File: src/rtl/prbs_lfsr_core.sv
// Fibonacci LFSR for x^N + x^T + 1: shifts left, new bit into bit 0, either the raw
// input bit (seeding) or its own prediction (free-running).
module prbs_lfsr_core #(
  parameter int unsigned N = 9,
  parameter int unsigned T = 5
) (
  input  logic         clk,
  input  logic         rst,
  input  logic         shift,
  input  logic         load_raw,
  input  logic         din,
  output logic         pred,
  output logic [N-1:0] lfsr_next
);

  logic [N-1:0] lfsr_q;

  assign pred      = lfsr_q[N-1] ^ lfsr_q[T-1];
  assign lfsr_next = {lfsr_q[N-2:0], (load_raw ? din : pred)};

  always_ff @(posedge clk or negedge rst) begin
    if (!rst) begin
      lfsr_q <= '0;
    end else if (shift) begin
      lfsr_q <= lfsr_next;
    end
  end

endmodule

File: config.mk
export PLATFORM = sky130hd
export DESIGN_NAME = prbs_lfsr_core
export DESIGN_NICKNAME = d
export VERILOG_FILES = /design/src/rtl/prbs_lfsr_core.sv
export SDC_FILE = /design/constraint.sdc
export NUM_CORES = 1
export LEC_CHECK = 0
export ABC_AREA = 1
export ABC_CLOCK_PERIOD_IN_PS = 1200
export CAP_MARGIN = 20
export CORE_AREA = 5 5 42 44
export CTS_BUF_LIST = sky130_fd_sc_hd__clkbuf_16
export DETAILED_ROUTE_END_ITERATION = 12
export DIE_AREA = 0 0 47 49
export PLACE_DENSITY_LB_ADDON = 0.12
export SLEW_MARGIN = 20
export SYNTH_ARGS = -nofsm -noshare
export SYNTH_HDL_FRONTEND = slang
export SYNTH_SLANG_ARGS = --single-unit
File: constraint.sdc
create_clock -name clk -period 1.2 [get_ports clk]
set_input_delay 0.18 -clock clk [delete_from_list [all_inputs] [get_ports clk]]
set_output_delay 0.18 -clock clk [all_outputs]
set_load 0.02 [all_outputs]
==> results of run 1 <==
critical path: stages, from the launching register on:
cell     delay [ns]
dfrtp_1        0.39
inv_2          0.06
nand2_2        0.06
nand3_2        0.07
and2_4         0.16
buf_6          0.12
power groups by stage:
stage | sequential, mW | combinational (mW) | clock [mW]
detailed placement | 0.390 | 0.341 | 0
CTS | 0.385 | 0.296 | 0.597
global route | 0.395 | 0.356 | 0.613
finish | 0.386 | 0.324 | 0.578
global placement | 0.390 | 0.340 | 0
floorplan | 0.384 | 0.210 | 0
final cells by class:
cell class | instances | area, sq um | area share
Clock inverter | 1 | 3.75 | 0.00565
Clock buffer | 3 | 75.1 | 0.113
Multi-Input combinational cell | 26 | 126 | 0.190
Tap cell | 16 | 20.0 | 0.0301
Inverter | 6 | 22.5 | 0.0339
Timing Repair Buffer | 22 | 191 | 0.288
Sequential cell | 9 | 225 | 0.339
cells by family (layout without fill, tap and decap cells):
| kind of cell | Yosys count | in the layout |
|---|---|---|
| buffers and inverters | 15 | 32 |
| DFF | 9 | 9 |
| AOI/OAI and AO/OA | 7 | 7 |
| and+or+nand+nor | 19 | 19 |
cell usage after synthesis:
library cell / instances / area, sq um
buf_4: 8 / 60.1
nand3_1: 2 / 10.0
nand2_1: 15 / 56.3
or2_0: 1 / 6.26
inv_1: 6 / 22.5
and2_1: 1 / 6.26
buf_2: 1 / 5.00
o21ai_0: 7 / 35.0
dfrtp_1: 9 / 225
layer usage:
metal / wire length [um] / vias to the layer above / GRT usage
met5: 0 / - / 0
met1: 404 / 162 / 0.114
met2: 388 / 11 / 0.113
li1: - / 181 / -
met4: 17 / 0 / 0.0553
met3: 80 / 2 / 0.0590
path summary, 6_finish.rpt:
kind	depth (start not counted)	slack, ns	start	to
max	5	-0.07	lfsr_q[4]$_DFFE_PN0P_	lfsr_next[0]
min	1	0.26	rst	lfsr_q[4]$_DFFE_PN0P_
max reg2reg	7	0.16	lfsr_q[4]$_DFFE_PN0P_	lfsr_q[0]$_DFFE_PN0P_
min reg2reg	2	0.49	lfsr_q[1]$_DFFE_PN0P_	lfsr_q[1]$_DFFE_PN0P_
max in group asynchronous	1	0.64	rst	lfsr_q[3]$_DFFE_PN0P_
min in group clk	7	0.49	load_raw	lfsr_q[0]$_DFFE_PN0P_
repair_timing:
item	CTS	global route
endpoints found under the setup margin	10	2
setup buffers	0	1
gates resized for setup	16	10
pin swaps	0	2
hold buffers	0	0
==> out/metrics.yaml, run 1 <==
drive_gt1_frac: 0.269
pwr-share-comb: 0.251
grt_pass1_vias: 332
p_sw_mw: 0.344
endpoint_kind: "primary output"
num_vias: 356
num_antenna_cells: 0
ir_worst_vdd_mv: 0.763
placed_area_sq_um: 574
arrival_ns: 1.09
grt_overflow: 0
synth-seq-area-share: 0.528
syn_nets: 55
fp.dieArea_sq_um: 2300
start_util: 0.304
drt-pass1-iter-count: 4
avgSynthCellArea_sq_um: 8.53
clock_latency_ns: 0.23
crit_fanout: 3
antenna_left: 0
antenna_found_initial: 0
n_fill_cell: 157
detailed_place_hpwl_um: 654
ys_ff_latch: 9
muxShareOfSynthArea: 0
slew_headroom: 0.708
synthToLayoutAreaGrowth_pct: 55.7
finClkSkew_ns: 0.00234
internal_power_mw: 0.945
routed_via_density: 4.29
boundaryPins: 15
drt-wirelength-per-cell_um: 10.7
status: "finished with violations"
max_cap_violations: 0
syn-cell-area_sq_um: 427
die_h_um: 49
post-route-util: 0.474
seqPwrFrac: 0.300
pwr-share-clk: 0.449
final_common_cell: "nand2_1"
start_kind: "flip-flop"
yosys_warnings: 0
finalCritPeriodShare: 1.06
drc: 0
final_nets: 73
netSwitchingFraction: 0.267
setup_viol: 1
die_x_um: 47
tightest_slew_ns: 0.437
required_ns: 1.02
hp-class: "in -> async"
violations: "setup timing"
clock-sinks: 9
grt_start_max_net_pins: 11
final_max_slew_viol_count: 0
synth_cells: 50
post-place-cells: 78
largest_registers: "lfsr_q (9)"
worst_slack_ns: -0.0694
synth-compound-area-share: 0.0821
cts.root.buffer_cell: "clkbuf_16"
totalWireLength_um: 889
core-area_sq_um: 1400
grt_first_pass_wirelength_um: 1430
power_mw: 1.29
stdcell_count: 83
hold_viol: 0
largest_reg_flops: 9
fin_area_sq_um: 664
setup_tns_ns: -0.0694
grt_use_total: 0.0914
cts_tree: "done"
drtIter0Drc: 1
total_leakage_power_nw: 0.363
synthAdderAreaFrac: 0
max_freq_ghz: 0.788
synthSimpleGateAreaFrac: 0.185
pwr_density_cell_nw_per_um2: 1940
rsz0062_at_grt: "yes"
synth_xor_area_frac: 0
io_buffers: 14
pre_cts_ws_ns: -0.560
largest-register: "lfsr_q"
final_cell_mix: "nand2_1 (13), dfrtp_1 (9), buf_4 (9)"
gp_congestion: 0.666
htree_levels: 1
min_period_ns: 1.27
cts.clk_slew.worst_paths_ns: 0.04
synth_top_family_by_area: "buffers and inverters"
yosys.cell_types.count: 9
crit_type: "reg -> out"
rows: 14
whs_ns: 0.259
cts_inserted_buffers: 3
cts_max_path_buffers: 2
No activity file was read; power rests on OpenSTA's default activity.
==> run 2, diff against run 1 <==
CAP_MARGIN = 10   (was 20)
CELL_PAD_IN_SITES_DETAIL_PLACEMENT = 0   (was not set)
CELL_PAD_IN_SITES_GLOBAL_PLACEMENT = 2   (was not set)
CORE_AREA = not set   (was 5 5 42 44)
CORE_MARGIN = 5   (was not set)
CORE_UTILIZATION = 25   (was not set)
DIE_AREA = not set   (was 0 0 47 49)
==> run 2 against run 1 <==
Against the previous run:
- the run still ends with setup timing left
- sequential power hardly changed
- routed wire length decreased by 0.67%
- clock power is 0.7% lower
- die area rose by 14%
- sequential share of layout area increased by 0.45 points
- first-iteration DRC count rose to 3.0 times the previous value
- sequential cell count is the same
- critical path depth fell by 1
- maximum frequency is 0.66% higher
- global-route usage decreased by 1.4 points
- register-to-register slack gained 0.13 ns
- critical path type unchanged
- critical endpoint unchanged
- largest power group unchanged
==> out/metrics.yaml, run 2 (same netlist as run 1, synthesis figures left out) <==
start_kind: "flip-flop"  # unchanged
hp-class: "in -> async"  # unchanged
endpoint_kind: "primary output"  # unchanged
grt_pass1_vias: 343  # was 332
rr_startpoint: "lfsr_q[4]$_DFFE_PN0P_"  # unchanged
final_common_cell: "nand2_1"  # unchanged
status: "finished with violations"  # unchanged
tightest_slew_ns: 0.414  # was 0.437 ns
finalCritPeriodShare: 1.05  # was 1.06
num_vias: 347  # was 356
rsz0062_at_grt: "yes"  # unchanged
rr_endpoint: "lfsr_q[0]$_DFFE_PN0P_"  # unchanged
gp_congestion: 0.703  # was 0.666
rows: 15  # was 14
n_fill_cell: 178  # was 157
required_ns: 1.02  # about the same
boundaryPins: 15  # unchanged
final_max_slew_viol_count: 0  # unchanged
ir_worst_vdd_mv: 1.65  # was 0.763 mV
max_cap_violations: 0  # unchanged
cts_max_path_buffers: 2  # unchanged
num_antenna_cells: 0  # unchanged
worst_slack_ns: -0.0610  # was -0.0694 ns
antenna_found_initial: 0  # unchanged
post-route-util: 0.393  # was 0.474
hold_buffers: 0  # unchanged
largest-register: "lfsr_q"  # unchanged
post-place-cells: 78  # unchanged
die_x_um: 51.3  # was 47 um
cts_inserted_buffers: 3  # unchanged
slew_headroom: 0.723  # was 0.708
start_util: 0.255  # was 0.304
stdcell_count: 83  # unchanged
drt-pass1-iter-count: 2  # was 4
drive_gt1_frac: 0.273  # was 0.269
drt-wirelength-per-cell_um: 10.6  # was 10.7 um
final_nets: 72  # was 73
cts.root.buffer_cell: "clkbuf_16"  # unchanged
core-area_sq_um: 1670  # was 1400 sq um
total_leakage_power_nw: 0.358  # was 0.363 nW
setup_viol: 1  # unchanged
drc: 0  # unchanged
largest_reg_flops: 9  # unchanged
grt_use_total: 0.0774  # was 0.0914
fp.dieArea_sq_um: 2630  # was 2300 sq um
hold_viol: 0  # unchanged
clock_latency_ns: 0.23  # about the same
final_cell_mix: "nand2_1 (13), dfrtp_1 (9), dlygate4sd2_1 (8)"  # was nand2_1 (13), dfrtp_1 (9), buf_4 (9)
totalWireLength_um: 883  # was 889 um
routed_via_density: 4.18  # was 4.29
finClkSkew_ns: 0.00180  # was 0.00234 ns
arrival_ns: 1.08  # was 1.09 ns
r2r_slack_ns: 0.29  # was 0.16 ns
r2r_cells: 5  # was 7
crit_type: "reg -> out"  # unchanged
clock-sinks: 9  # unchanged
crit_fanout: 3  # unchanged
drtIter0Drc: 3  # was 1
max_freq_ghz: 0.793  # was 0.788 GHz
htree_levels: 1  # unchanged
die_h_um: 51.3  # was 49 um
cts_tree: "done"  # unchanged
antenna_left: 0  # unchanged
grt_start_max_net_pins: 10  # was 11
io_buffers: 14  # unchanged
violations: "setup timing"  # unchanged
min_period_ns: 1.26  # was 1.27 ns
detailed_place_hpwl_um: 700  # was 654 um
pwr_density_cell_nw_per_um2: 1930  # was 1940 nW/um^2
grt_overflow: 0  # unchanged
synthToLayoutAreaGrowth_pct: 53.7  # was 55.7%
cts.clk_slew.worst_paths_ns: 0.04  # about the same
largest_registers: "lfsr_q (9)"  # unchanged
grt_first_pass_wirelength_um: 1440  # was 1430 um
run 2: cell types whose count changed in the layout (fill, tap and decap cells not counted), sizes merged:
cell / delta
buf: -1
run 2: worst max path at each step:
stage,to,cells after the start,startpoint
2_1_floorplan,lfsr_next[0],4,lfsr_q[4]$_DFFE_PN0P_
3_3_place_gp,lfsr_next[0],5,load_raw
3_5_place_dp,lfsr_next[0],5,load_raw
4_1_cts,lfsr_next[0],5,load_raw
5_1_grt,lfsr_next[0],5,lfsr_q[8]$_DFFE_PN0P_
6_report,lfsr_next[0],4,lfsr_q[4]$_DFFE_PN0P_
run 2: through the flow:
stage               setup TNS (ns)  hold slack, ns  cell area, sq um  power [mW]  worst slack, ns
floorplan                        0          -0.116               427       0.594            0.228
global placement            -0.735           0.488               568       0.715           -0.539
detailed placement          -0.727           0.503               568       0.720           -0.544
CTS                         -0.174           0.277               627        1.26           -0.174
global route                -0.107           0.297               656        1.33           -0.107
finish                     -0.0610           0.251               656        1.26          -0.0610
run 2: what timing repair did:
item                                    in CTS  in global routing
gates resized for setup                     16                 10
pin swaps                                    0                  2
buffers inserted                             0                  1
endpoints found under the setup margin      10                  1
endpoints found under the hold margin        0                  0
run 2: layout make-up:
type | count | area, sq um | area share
inverters | 6 | 22.5 | 0.0344
multi-input cells | 26 | 126 | 0.193
flip-flops and latches | 9 | 225 | 0.344
repair buffers | 21 | 181 | 0.277
clock buffers | 3 | 75.1 | 0.115
clock inverters | 1 | 3.75 | 0.00573
well taps | 17 | 21.3 | 0.0324
run 2: where the power goes:
group / switching (mW) / internal, mW
sequential: 0.0338 / 0.355
combinational: 0.167 / 0.134
clock: 0.139 / 0.435
total: 0.340 / 0.924
run 2: routing by layer:
metal | wire length [um] | global-route usage | share of wire
met5 | 0 | 0 | 0
met4 | 8 | 0.0262 | 0.0091
met3 | 90 | 0.0583 | 0.10
met2 | 447 | 0.122 | 0.51
met1 | 338 | 0.0786 | 0.38
run 2: critical path, cell delays in order, from the launching register on:
cell     delay (ns)
dfrtp_1        0.40
nand2_2        0.09
nand3_2        0.08
and2_4         0.16
buf_6          0.12
==> run 3, diff against run 2 <==
ABC_AREA = not set   (was 1)
CORE_UTILIZATION = 30   (was 25)
==> run 3 against run 2 <==
Against the previous run:
- the run still ends with setup timing left
- register-to-register slack got worse by 0.15 ns
- via count down 15%
- synthesized cell count is 32% lower
- die area fell by 6.0%
- non-clock buffer count rose by 1
- first-iteration DRC count is the same
- final cell count decreased by 19%
==> out/metrics.yaml, run 3 <==
required_ns: 1.02  # about the same
yosysTopAreaCell: "dfrtp_1"  # unchanged
final_cell_mix: "dfrtp_1 (9), mux2_4 (8), dlygate4sd2_1 (7), buf_4 (7), clkdlybuf4s50_1 (4)"  # was nand2_1 (13), dfrtp_1 (9), dlygate4sd2_1 (8)
routed_via_density: 4.39  # was 4.18
synth-edff-count: 0  # unchanged
stdcell_count: 67  # was 83
rsz0062_at_grt: "yes"  # unchanged
slew_headroom: 0.710  # was 0.723
totalWireLength_um: 924  # was 883 um
cts_inserted_buffers: 3  # unchanged
largest-register: "lfsr_q"  # unchanged
largest_reg_flops: 9  # unchanged
yosysMostFrequentCell: "dfrtp_1"  # was nand2_1
max_cap_violations: 0  # unchanged
final_nets: 57  # was 72
synth-seq-area-share: 0.475  # was 0.528
antenna_found_initial: 0  # unchanged
yosys.cell_types.count: 11  # was 9
cts_tree: "done"  # unchanged
clock_latency_ns: 0.23  # about the same
synth_cells: 34  # was 50
crit_type: "reg -> out"  # unchanged
start_kind: "flip-flop"  # unchanged
endpoint_kind: "primary output"  # unchanged
synthToLayoutAreaGrowth_pct: 48.5  # was 53.7%
whs_ns: 0.257  # was 0.251 ns
fin_area_sq_um: 704  # was 656 sq um
ys_ff_latch: 9  # unchanged
drtIter0Drc: 3  # unchanged
antenna_left: 0  # unchanged
worst_slack_ns: -0.0942  # was -0.0610 ns
placed_area_sq_um: 628  # was 568 sq um
finClkSkew_ns: 0.00117  # was 0.00180 ns
finalCritPeriodShare: 1.08  # was 1.05
violations: "setup timing"  # unchanged
rows: 14  # was 15
num_vias: 294  # was 347
htree_levels: 1  # unchanged
ir_worst_vdd_mv: 1.35  # was 1.65 mV
power_mw: 2.18  # was 1.26 mW
seq_area_sq_um: 225  # unchanged
cts.clk_slew.worst_paths_ns: 0.04  # about the same
setup_tns_ns: -0.138  # was -0.0610 ns
drt-wirelength-per-cell_um: 13.8  # was 10.6 um
yosys_warnings: 0  # unchanged
grt_first_pass_wirelength_um: 1550  # was 1440 um
clock-sinks: 9  # unchanged
pwr_density_cell_nw_per_um2: 3090  # was 1930 nW/um^2
arrival_ns: 1.11  # was 1.08 ns
n_fill_cell: 140  # was 178
grt_start_max_net_pins: 11  # was 10
post-place-cells: 62  # was 78
num_antenna_cells: 0  # unchanged
grt_pass1_vias: 318  # was 343
io_buffers: 14  # unchanged
grt_overflow: 0  # unchanged
avgSynthCellArea_sq_um: 13.9  # was 8.53 sq um
max_freq_ghz: 0.773  # was 0.793 GHz
syn-cell-area_sq_um: 474  # was 427 sq um
hold_buffers: 0  # unchanged
min_period_ns: 1.29  # was 1.26 ns
drive_gt1_frac: 0.471  # was 0.273
cts_max_path_buffers: 2  # unchanged
multi_input_area_sq_um: 178  # was 126 sq um
detailed_place_hpwl_um: 676  # was 700 um
cts.root.buffer_cell: "clkbuf_16"  # unchanged
core-area_sq_um: 1510  # was 1670 sq um
total_leakage_power_nw: 0.372  # was 0.358 nW
die_x_um: 49.8  # was 51.3 um
ys_top_cells_by_count: "dfrtp_1 (9), buf_4 (8), mux2_4 (8)"  # was nand2_1 (15), dfrtp_1 (9), buf_4 (8)
netlist.area_leader.share: 0.475  # was 0.528
status: "finished with violations"  # unchanged
async_flop_share: 1.00  # unchanged
r2r_slack_ns: 0.14  # was 0.29 ns
die_h_um: 49.8  # was 51.3 um
grt_use_total: 0.0854  # was 0.0774
synthTopCellsByArea: "dfrtp_1 (47%), mux2_4 (25%), buf_4 (13%)"  # was dfrtp_1 (53%), buf_4 (14%), nand2_1 (13%)
setup_viol: 2  # was 1
crit_fanout: 3  # unchanged
boundaryPins: 15  # unchanged
fp.dieArea_sq_um: 2480  # was 2630 sq um
synthFlopType: "dfrtp_1"  # unchanged
largest_registers: "lfsr_q (9)"  # unchanged
drt-pass1-iter-count: 2  # unchanged
r2r_cells: 4  # was 5
tightest_slew_ns: 0.433  # was 0.414 ns
start_util: 0.315  # was 0.255
final_common_cell: "dfrtp_1"  # was nand2_1
gp_congestion: 0.737  # was 0.703
hp-class: "in -> async"  # unchanged
hold_viol: 0  # unchanged
syn_nets: 39  # was 55
final_max_slew_viol_count: 0  # unchanged
rr_startpoint: "lfsr_q[4]$_DFFE_PN0P_"  # unchanged
drc: 0  # unchanged
rr_endpoint: "lfsr_q[0]$_DFFE_PN0P_"  # unchanged
-- run 3: cell count changes after synthesis, moves of 4 or more --
cell | before | now
nand2_1 | 15 | 0
mux2_4 | 0 | 8
o21ai_0 | 7 | 0
inv_1 | 6 | 2
-- run 3: area by class of cell --
| class | count | share of cell area |
|---|---|---|
| clock buffers | 3 | 0.107 |
| clock inverters | 1 | 0.00533 |
| inverters | 2 | 0.0107 |
| multi-input cells | 14 | 0.252 |
| flip-flops and latches | 9 | 0.320 |
| well taps | 16 | 0.0284 |
| repair buffers | 22 | 0.277 |
-- run 3: metal layers --
| metal | GRT usage | wire length, um |
|---|---|---|
| met1 | 0.0924 | 377 |
| met2 | 0.125 | 455 |
| met3 | 0.0602 | 83 |
| met4 | 0.0393 | 8 |
| met5 | 0 | 0 |
-- run 3: cell families after synthesis --
logic type,Yosys count,share of synthesized area
buffers and inverters,11,0.166
AOI/OAI and AO/OA,1,0.0264
and+or+nand+nor,3,0.0396
DFF,9,0.475
xor gates and xnor gates,1,0.0185
muxes,9,0.274
-- run 3: report_power, final --
group | switching, mW | total, mW | internal, mW
registers | 0.112 | 0.560 | 0.448
logic | 0.451 | 1.04 | 0.584
clock network | 0.145 | 0.580 | 0.435
-- run 3: stage by stage --
| stage | setup WS, ns | utilization |
|---|---|---|
| 2_1_floorplan | 0.0964 | - |
| 3_3_place_gp | -0.450 | 0.417 |
| 3_5_place_dp | -0.471 | 0.417 |
| 4_1_cts | -0.123 | 0.463 |
| 5_1_grt | -0.189 | 0.468 |
| 6_report | -0.0942 | 0.468 |
-- run 3: worst max-delay path by stage --
stage | from | to | slack (ns) | cells after the start
global placement | load_raw | lfsr_next[0] | -0.45 | 3
CTS | lfsr_q[8]$_DFFE_PN0P_ | lfsr_next[0] | -0.12 | 3
detailed placement | load_raw | lfsr_next[0] | -0.47 | 3
global route | lfsr_q[4]$_DFFE_PN0P_ | lfsr_next[0] | -0.19 | 3
finish | lfsr_q[4]$_DFFE_PN0P_ | lfsr_next[0] | -0.09 | 3
floorplan | lfsr_q[4]$_DFFE_PN0P_ | lfsr_next[0] | 0.1 | 2
-- run 3: worst max-delay path, cell delays in order (launching register included) --
cell	delay, ns
dfrtp_1	0.41
xnor2_2	0.22
mux2i_1	0.09
buf_2	0.16
-- run 3: what timing repair did --
item                       in CTS  in global routing
pin swaps                       1                  1
resized for setup              22                  0
setup endpoints to repair      10                  2
setup buffers                   0                  1
